===== src/rtl/fdp_sum_round_if.sv =====
// Handshake and data bundle between the FP16 multiplier stage, the
// sum/round stage and the consumer of the packed FP16 result.
interface fdp_sum_round_if;
  // Input term set: two unrounded products plus an FP16 addend
  logic        in_valid;
  logic        in_ready;
  logic        p0_sign;
  logic        p1_sign;
  logic [5:0]  p0_exp;
  logic [5:0]  p1_exp;
  logic [21:0] p0_man;
  logic [21:0] p1_man;
  logic [15:0] c;
  // Rounded FP16 result
  logic        out_valid;
  logic        out_ready;
  logic [15:0] out;

  // The sum/round stage itself
  modport slave (
    input  in_valid,
    output in_ready,
    input  p0_sign,
    input  p1_sign,
    input  p0_exp,
    input  p1_exp,
    input  p0_man,
    input  p1_man,
    input  c,
    output out_valid,
    input  out_ready,
    output out
  );

  // Producer of the terms and consumer of the result
  modport master (
    output in_valid,
    input  in_ready,
    output p0_sign,
    output p1_sign,
    output p0_exp,
    output p1_exp,
    output p0_man,
    output p1_man,
    output c,
    input  out_valid,
    output out_ready,
    input  out
  );
endinterface


===== src/rtl/fdp_sum_round.sv =====
// fdp_sum_round: sums two unrounded FP16 products and an FP16 addend with a
// single round-to-nearest-even step. Three registered stages:
//   1) align all terms to the largest exponent, collecting sticky bits
//   2) signed add in 37-bit two's complement, convert to sign/magnitude
//   3) normalize, round, pack (with overflow to inf and flush to zero)
// Significand scale: bit 32 of an aligned term is 1.0 at exponent Emax.
// Output backpressure stalls the whole pipeline; there is no skid buffer.
module fdp_sum_round (
  input  logic clk,
  input  logic rst,
  fdp_sum_round_if.slave io_bus
);

  // Aligns one term: {sticky, 34-bit aligned significand}
  function automatic logic [34:0] align_term(input logic [21:0] sig,
                                             input logic [6:0]  e,
                                             input logic [6:0]  emax,
                                             input logic        nz);
    logic [33:0] ext;
    logic [6:0]  sh;
    logic [33:0] mask;
    logic [33:0] shifted;
    logic        stk;
    ext  = {sig, 12'h000};
    sh   = emax - e;
    mask = 34'h0;
    if (!nz) begin
      shifted = 34'h0;
      stk     = 1'b0;
    end else if (sh >= 7'd34) begin
      // Everything falls below the window: only the sticky survives
      shifted = 34'h0;
      stk     = |ext;
    end else begin
      shifted = ext >> sh;
      mask    = ~({34{1'b1}} << sh);
      stk     = |(ext & mask);
    end
    return {stk, shifted};
  endfunction

  // Sign-applies an aligned magnitude in 37-bit two's complement
  function automatic logic [36:0] signed_term(input logic [33:0] mag,
                                              input logic        neg);
    logic [36:0] t;
    t = {3'b000, mag};
    return neg ? (~t + 37'd1) : t;
  endfunction

  // Position of the most significant set bit (0 when the vector is zero)
  function automatic logic [5:0] lead_one(input logic [36:0] v);
    logic [5:0] p;
    p = 6'd0;
    for (int i = 0; i < 37; i++) begin
      p = v[i] ? 6'(i) : p;
    end
    return p;
  endfunction

  logic w_stall;

  // Stage 0 (combinational from inputs)
  logic [6:0]  w_e0, w_e1, w_e2;
  logic        w_nz0, w_nz1, w_nz2;
  logic [6:0]  w_m0, w_m1, w_emax;
  logic [34:0] w_al0, w_al1, w_al2;

  // Stage 1 registers
  logic        r_v1;
  logic        r_zero1;
  logic [6:0]  r_emax1;
  logic [2:0]  r_sgn1;
  logic [2:0]  r_stk1;
  logic [33:0] r_a0, r_a1, r_a2;

  // Stage 2 combinational and registers
  logic [36:0] w_sum;
  logic        w_sgn2;
  logic [36:0] w_mag2;
  logic        r_v2;
  logic        r_zero2;
  logic [6:0]  r_emax2;
  logic        r_sgn2;
  logic [36:0] r_mag2;
  logic        r_stk2;

  // Stage 3 combinational and output registers
  logic [5:0]        w_lead;
  logic [36:0]       w_norm;
  logic              w_g;
  logic              w_s;
  logic              w_inc;
  logic [10:0]       w_rnd;
  logic [9:0]        w_esum;
  logic signed [9:0] w_ebias;
  logic [15:0]       w_res;
  logic              r_out_valid;
  logic [15:0]       r_out;

  // Handshake: hold everything while a result waits for the consumer
  assign w_stall          = r_out_valid & ~io_bus.out_ready;
  assign io_bus.in_ready  = ~w_stall;
  assign io_bus.out_valid = r_out_valid;
  assign io_bus.out       = r_out;

  // Term exponents; the addend is rebiased to the product exponent scale
  assign w_e0  = {1'b0, io_bus.p0_exp};
  assign w_e1  = {1'b0, io_bus.p1_exp};
  assign w_e2  = {2'b00, io_bus.c[14:10]} + 7'd15;
  assign w_nz0 = |io_bus.p0_man;
  assign w_nz1 = |io_bus.p1_man;
  assign w_nz2 = |io_bus.c[14:10];

  // Largest exponent among the non-zero terms
  assign w_m0   = w_nz0 ? w_e0 : 7'd0;
  assign w_m1   = (w_nz1 && (w_e1 > w_m0)) ? w_e1 : w_m0;
  assign w_emax = (w_nz2 && (w_e2 > w_m1)) ? w_e2 : w_m1;

  assign w_al0 = align_term(io_bus.p0_man, w_e0, w_emax, w_nz0);
  assign w_al1 = align_term(io_bus.p1_man, w_e1, w_emax, w_nz1);
  assign w_al2 = align_term({1'b0, 1'b1, io_bus.c[9:0], 10'h000}, w_e2, w_emax, w_nz2);

  // Stage 2 adder and magnitude conversion
  assign w_sum  = signed_term(r_a0, r_sgn1[0]) + signed_term(r_a1, r_sgn1[1])
                + signed_term(r_a2, r_sgn1[2]);
  assign w_sgn2 = w_sum[36];
  assign w_mag2 = w_sgn2 ? (~w_sum + 37'd1) : w_sum;

  // Stage 3 normalize: hidden bit lands on bit 36, fraction on 35:26
  assign w_lead  = lead_one(r_mag2);
  assign w_norm  = r_mag2 << (6'd36 - w_lead);
  assign w_g     = w_norm[25];
  assign w_s     = (|w_norm[24:0]) | r_stk2;
  assign w_inc   = w_g & (w_s | w_norm[26]);
  assign w_rnd   = {1'b0, w_norm[35:26]} + {10'd0, w_inc};
  // Biased exponent = Emax - 15 + (L - 32) + carry
  assign w_esum  = {3'd0, r_emax2} + {4'd0, w_lead} + {9'd0, w_rnd[10]};
  assign w_ebias = $signed(w_esum) - 10'sd47;

  // Packs the rounded result, handling zero, overflow and underflow
  always_comb begin
    w_res = 16'h0000;
    if (r_zero2 || !w_norm[36]) begin
      w_res = 16'h0000;
    end else if (w_ebias >= 10'sd31) begin
      w_res = {r_sgn2, 5'h1F, 10'h000};
    end else if (w_ebias <= 10'sd0) begin
      w_res = {r_sgn2, 15'h0000};
    end else begin
      w_res = {r_sgn2, w_ebias[4:0], w_rnd[9:0]};
    end
  end

  // Pipeline registers: advance together unless the output is stalled
  always_ff @(posedge clk or posedge rst) begin
    if (rst) begin
      r_v1        <= 1'b0;
      r_zero1     <= 1'b0;
      r_emax1     <= 7'd0;
      r_sgn1      <= 3'b000;
      r_stk1      <= 3'b000;
      r_a0        <= 34'h0;
      r_a1        <= 34'h0;
      r_a2        <= 34'h0;
      r_v2        <= 1'b0;
      r_zero2     <= 1'b0;
      r_emax2     <= 7'd0;
      r_sgn2      <= 1'b0;
      r_mag2      <= 37'h0;
      r_stk2      <= 1'b0;
      r_out_valid <= 1'b0;
      r_out       <= 16'h0000;
    end else if (!w_stall) begin
      r_v1        <= io_bus.in_valid;
      r_zero1     <= ~(w_nz0 | w_nz1 | w_nz2);
      r_emax1     <= w_emax;
      r_sgn1      <= {io_bus.c[15], io_bus.p1_sign, io_bus.p0_sign};
      r_stk1      <= {w_al2[34], w_al1[34], w_al0[34]};
      r_a0        <= w_al0[33:0];
      r_a1        <= w_al1[33:0];
      r_a2        <= w_al2[33:0];
      r_v2        <= r_v1;
      r_zero2     <= r_zero1;
      r_emax2     <= r_emax1;
      r_sgn2      <= w_sgn2;
      r_mag2      <= w_mag2;
      r_stk2      <= |r_stk1;
      r_out_valid <= r_v2;
      r_out       <= r_v2 ? w_res : r_out;
    end
  end

endmodule


===== src/flat_wrapper.sv =====
// flat-port wrapper written by rule: the top's interface ports become plain ports
module fdp_sum_round_flat 
  (clk, rst, io_bus_in_valid, io_bus_in_ready, io_bus_p0_sign, io_bus_p1_sign, io_bus_p0_exp, io_bus_p1_exp, io_bus_p0_man, io_bus_p1_man, io_bus_c, io_bus_out_valid, io_bus_out_ready, io_bus_out);
  fdp_sum_round_if io_bus_i ();
  input  logic clk;
  input  logic rst;
  input wire logic [$bits(io_bus_i.in_valid)-1:0] io_bus_in_valid;
  output wire logic [$bits(io_bus_i.in_ready)-1:0] io_bus_in_ready;
  input wire logic [$bits(io_bus_i.p0_sign)-1:0] io_bus_p0_sign;
  input wire logic [$bits(io_bus_i.p1_sign)-1:0] io_bus_p1_sign;
  input wire logic [$bits(io_bus_i.p0_exp)-1:0] io_bus_p0_exp;
  input wire logic [$bits(io_bus_i.p1_exp)-1:0] io_bus_p1_exp;
  input wire logic [$bits(io_bus_i.p0_man)-1:0] io_bus_p0_man;
  input wire logic [$bits(io_bus_i.p1_man)-1:0] io_bus_p1_man;
  input wire logic [$bits(io_bus_i.c)-1:0] io_bus_c;
  output wire logic [$bits(io_bus_i.out_valid)-1:0] io_bus_out_valid;
  input wire logic [$bits(io_bus_i.out_ready)-1:0] io_bus_out_ready;
  output wire logic [$bits(io_bus_i.out)-1:0] io_bus_out;
  assign io_bus_i.in_valid = io_bus_in_valid;
  assign io_bus_in_ready = io_bus_i.in_ready;
  assign io_bus_i.p0_sign = io_bus_p0_sign;
  assign io_bus_i.p1_sign = io_bus_p1_sign;
  assign io_bus_i.p0_exp = io_bus_p0_exp;
  assign io_bus_i.p1_exp = io_bus_p1_exp;
  assign io_bus_i.p0_man = io_bus_p0_man;
  assign io_bus_i.p1_man = io_bus_p1_man;
  assign io_bus_i.c = io_bus_c;
  assign io_bus_out_valid = io_bus_i.out_valid;
  assign io_bus_i.out_ready = io_bus_out_ready;
  assign io_bus_out = io_bus_i.out;
  fdp_sum_round u_core (.clk(clk), .rst(rst), .io_bus(io_bus_i));
endmodule

===== config.mk =====
export PLATFORM = sky130hd
export DESIGN_NAME = fdp_sum_round_flat
export DESIGN_NICKNAME = d
export VERILOG_FILES = /design/src/rtl/fdp_sum_round_if.sv /design/src/rtl/fdp_sum_round.sv /design/src/flat_wrapper.sv
export SDC_FILE = /design/constraint.sdc
export NUM_CORES = 1
export LEC_CHECK = 0
export ABC_CLOCK_PERIOD_IN_PS = 15100
export BUFFER_PORTS_ARGS = -buffer_cell sky130_fd_sc_hd__buf_2
export CORE_MARGIN = 4
export CORE_UTILIZATION = 55
export CTS_CLUSTER_DIAMETER = 40
export DETAILED_ROUTE_END_ITERATION = 7
export PLACE_DENSITY_LB_ADDON = 0.12
export RECOVER_POWER = 25
export SETUP_SLACK_MARGIN = 0.1
export SYNTH_ARGS = -nofsm -noshare
export SYNTH_HDL_FRONTEND = slang
export SYNTH_SLANG_ARGS = --single-unit

===== constraint.sdc =====
create_clock -name clk -period 15.1 [get_ports clk]
set_input_delay 1.51 -clock clk [delete_from_list [all_inputs] [get_ports clk]]
set_output_delay 1.51 -clock clk [all_outputs]
set_load 0.005 [all_outputs]

==> key figures <==
Clock network
  • H-Tree Depth: 4
  • Inserted Clock Buffers: 17
  • Post-CTS resize count: 0
  • Clk root buf: clkbuf_16
  • Worst-path clk slew: 0.08 ns
  • Clk_lat worst skew: 0.45 ns
  • TritonCTS sink count: 179
  • Max Root-Sink Buffers: 2
  • Post-CTS Setup Bufs: 0
  • CTS tree: built
  • CTS Hold Bufs: 0

Worst setup path
  • Most used cell, CP: a21oi_1
  • Startpoint types: input port
  • CP max stage cell: a22oi_1
  • Critical path class: in -> reg
  • WP data arrival: 10.37 ns
  • Worst-path fanout max: 11
  • CP delay by family, top: compound AO/OA/AOI/OAI gates
  • Req. time, crit path: 15.45 ns
  • CP Buf/Inv Count: 2
  • Capturing element type of the critical path: flop
  • Slowest stage delay, CP: 0.71 ns

Status
  • Status: complete, but fails checks
  • Failing checks: capacitance limit, slew limit

Run
  • Max-cap violations: 1

Die
  • Initial Utilization: 56.0%
  • Die area: 41600 µm²
  • Placeable Area: 37800 µm²
  • Row cnt: 71
  • Die Y-Extent: 204 µm
  • Die Width: 204 µm
  • IO Pins: 96

Placed design
  • Placement Setup Slack: 4.77 ns
  • Placed Instances: 3158
  • Detailed Place HPWL: 54000 µm
  • RePlAce Congestion: 1.02
  • Placed cell areas: 21800 µm²
  • Port Buffer Count: 95

Final layout
  • Share of cells above drive strength 1: 9.93%
  • Area growth syn-to-layout: 5.86%
  • Fill cells: 3578
  • ANT cells: 0
  • Finished Layout Cells: 3190
  • Layout Nets: 2865
  • Finished layout cell area: 22400 µm²

Logic synthesis
  • Syn nets: 2893
  • Netlist cell types: 98
  • Main flop type after synthesis: dfrtp_1
  • Post-synthesis xor/xnor area fraction: 7.99%
  • Flops & latches, synth: 179
  • Mapped Area: 21100 µm²
  • Yosys top cell area share: 21.2%
  • Cells after synthesis: 2694
  • Sequential element share of the synthesized area: 21.2%
  • Avg Inst Size Synth: 7.84 µm²
  • Post-synth EDFFs: 0
  • Ranking of synthesized cells by area: dfrtp_1, nand2_1, mux2i_1
  • Simple-gate portion of the synthesized area: 19.5%
  • Synth area leader: dfrtp_1
  • Complex-gate fraction of the synthesized area: 27.3%
  • Synth async-reset ratio: 100%
  • Mux cell area share after synthesis: 10.2%
  • Yosys warnings: 0
  • Largest family of logic cells by synthesized area: compound AO/OA/AOI/OAI gates
  • Post-Synth Adder-Cell Area: 8.62%

Detailed routing
  • DR WL/cell: 21.5 µm
  • Total wire length: 68700 µm
  • Via count: 20900
  • Detailed Routing Iterations Pass 1: 5
  • Vias/cell: 6.54
  • DRC viols: 0
  • 1st-iter DRT viols: 2072
  • Detail Route Antenna Nets: 0

Min path
  • Hold Path Class: reg -> reg

Global routing
  • Largest net degree at the start of global routing: 115
  • Congestion Overflow GR: 0
  • Global-route wire length before repair: 109000 µm
  • Vias in the first global route: 19800
  • Total GRT Usage: 32.3%
  • Initial antenna violation count: 0

STA
  • Final worst slack: 5.08 ns
  • Slew Viols, Final: 115
  • Period minus WS final: 10.02 ns
  • Slew HR: -242%
  • Setup Viol. Count Final: 0
  • Final period util: 66.4%
  • Final hold viol count: 0
  • Unrepaired setup endpoints after global routing: false
  • Slew @ Worst Pin: 5.13 ns
  • Final setup TNS: 0 ns
  • Clock skew: 0.0156 ns
  • Fmax: 0.0998 GHz
-- logic make-up (layout without fill, tap and decap cells) --
kind of cell | count (synthesis) | in the layout
AO/OA/AOI/OAI | 875 | 875
XOR/XNOR | 191 | 191
adder cells (fa/ha/maj) | 121 | 121
buffers and inverters | 271 | 256
flip-flops | 179 | 179
multiplexers | 182 | 182
AND/OR/NAND/NOR | 875 | 875
-- layout make-up --
| type | count | area, µm² | area share [%] |
|---|---|---|---|
| multi-input combinational | 2244 | 15600 | 69.7 |
| sequential | 179 | 4480 | 20.0 |
| timing repair buffer | 129 | 731 | 3.27 |
| tap | 511 | 639 | 2.86 |
| clock buffer | 17 | 425 | 1.90 |
| inverter | 95 | 358 | 1.60 |
| clock inverter | 15 | 155 | 0.694 |
-- path summary, 6_finish.rpt --
kind | cells after the start | slack [ns] | endpoint | startpoint
min in group asynchronous | 2 | 2.57 | u_core.r_mag2[30] | rst
setup reg to reg | 26 | 6.81 | u_core.io_bus.out[0] | u_core.r_mag2[14]
hold / removal | 2 | 0.47 | u_core.r_emax1[5] | u_core.r_emax1[5]
max in group asynchronous | 3 | 9.99 | u_core.io_bus.out[13] | rst
hold reg to reg | 2 | 0.47 | u_core.r_emax1[5] | u_core.r_emax1[5]
setup / recovery | 36 | 5.08 | u_core.r_stk1[2] | io_bus_p0_man[11]
-- registers in the layout (all words and copies together) (netlist names), 3 cells and up --
name and flops:
u_core.r_sgn1 3, u_core.r_emax1 6, u_core.r_a1 34, u_core.io_bus.out 16
u_core.r_mag2 37, u_core.r_emax2 6, u_core.r_a0 34, u_core.r_a2 33
u_core.r_stk1 3
-- routing by layer --
layer  share of wire (%)  vias to the layer above  GRT usage, %
met5                   0                        -             0
met4                 5.0                        0          14.7
met3                 6.0                      172          3.46
met2                  47                      913          53.3
met1                  42                     9942          43.1
li1                    -                     9836             -
-- through the flow --
step | utilization [%] | hold WS [ns]
global placement | 57.7 | 0.451
detailed placement | 57.7 | 0.456
floorplan | - | 0.439
finish | 59.3 | 0.469
CTS | 59.3 | 0.474
global route | 59.3 | 0.498
-- worst min-delay path, cell delays in order, from the launching register on --
cell	delay [ns]
dfrtp_1	0.35
nand2_1	0.05
nand2_1	0.04
-- Yosys cell counts (38+ instances only) --
master / instances
o31ai_1: 43
a21o_1: 39
a21oi_1: 173
fa_1: 41
o21ai_0: 237
dfrtp_1: 179
inv_1: 94
xnor2_1: 148
clkbuf_1: 136
a211oi_1: 38
mux2i_1: 132
xor2_1: 41
nor3_1: 55
ha_1: 80
a22o_1: 47
nand2_1: 359
nor2_1: 190
-- cell usage in the layout (no fill, tap or decap), drive strengths merged, types with 18 or more instances in the layout --
cell	n
xnor2	150
nand3	36
o21ai	246
or4	28
nor4	22
o21a	22
nand2	359
o31ai	43
a22o	48
or3	34
mux4	23
nand2b	29
fa	41
inv	101
nor2b	35
dfrtp	179
a31oi	29
mux2	27
xor2	41
nor3	57
a22oi	18
mux2i	132
nor2	191
a21o	40
ha	80
a211oi	39
o22ai	34
a21oi	176
buf	129
o211ai	23
Power is left out: the tool's default activity adds up to more than one toggle a clock period on the data nets, which glitch-free logic cannot reach.
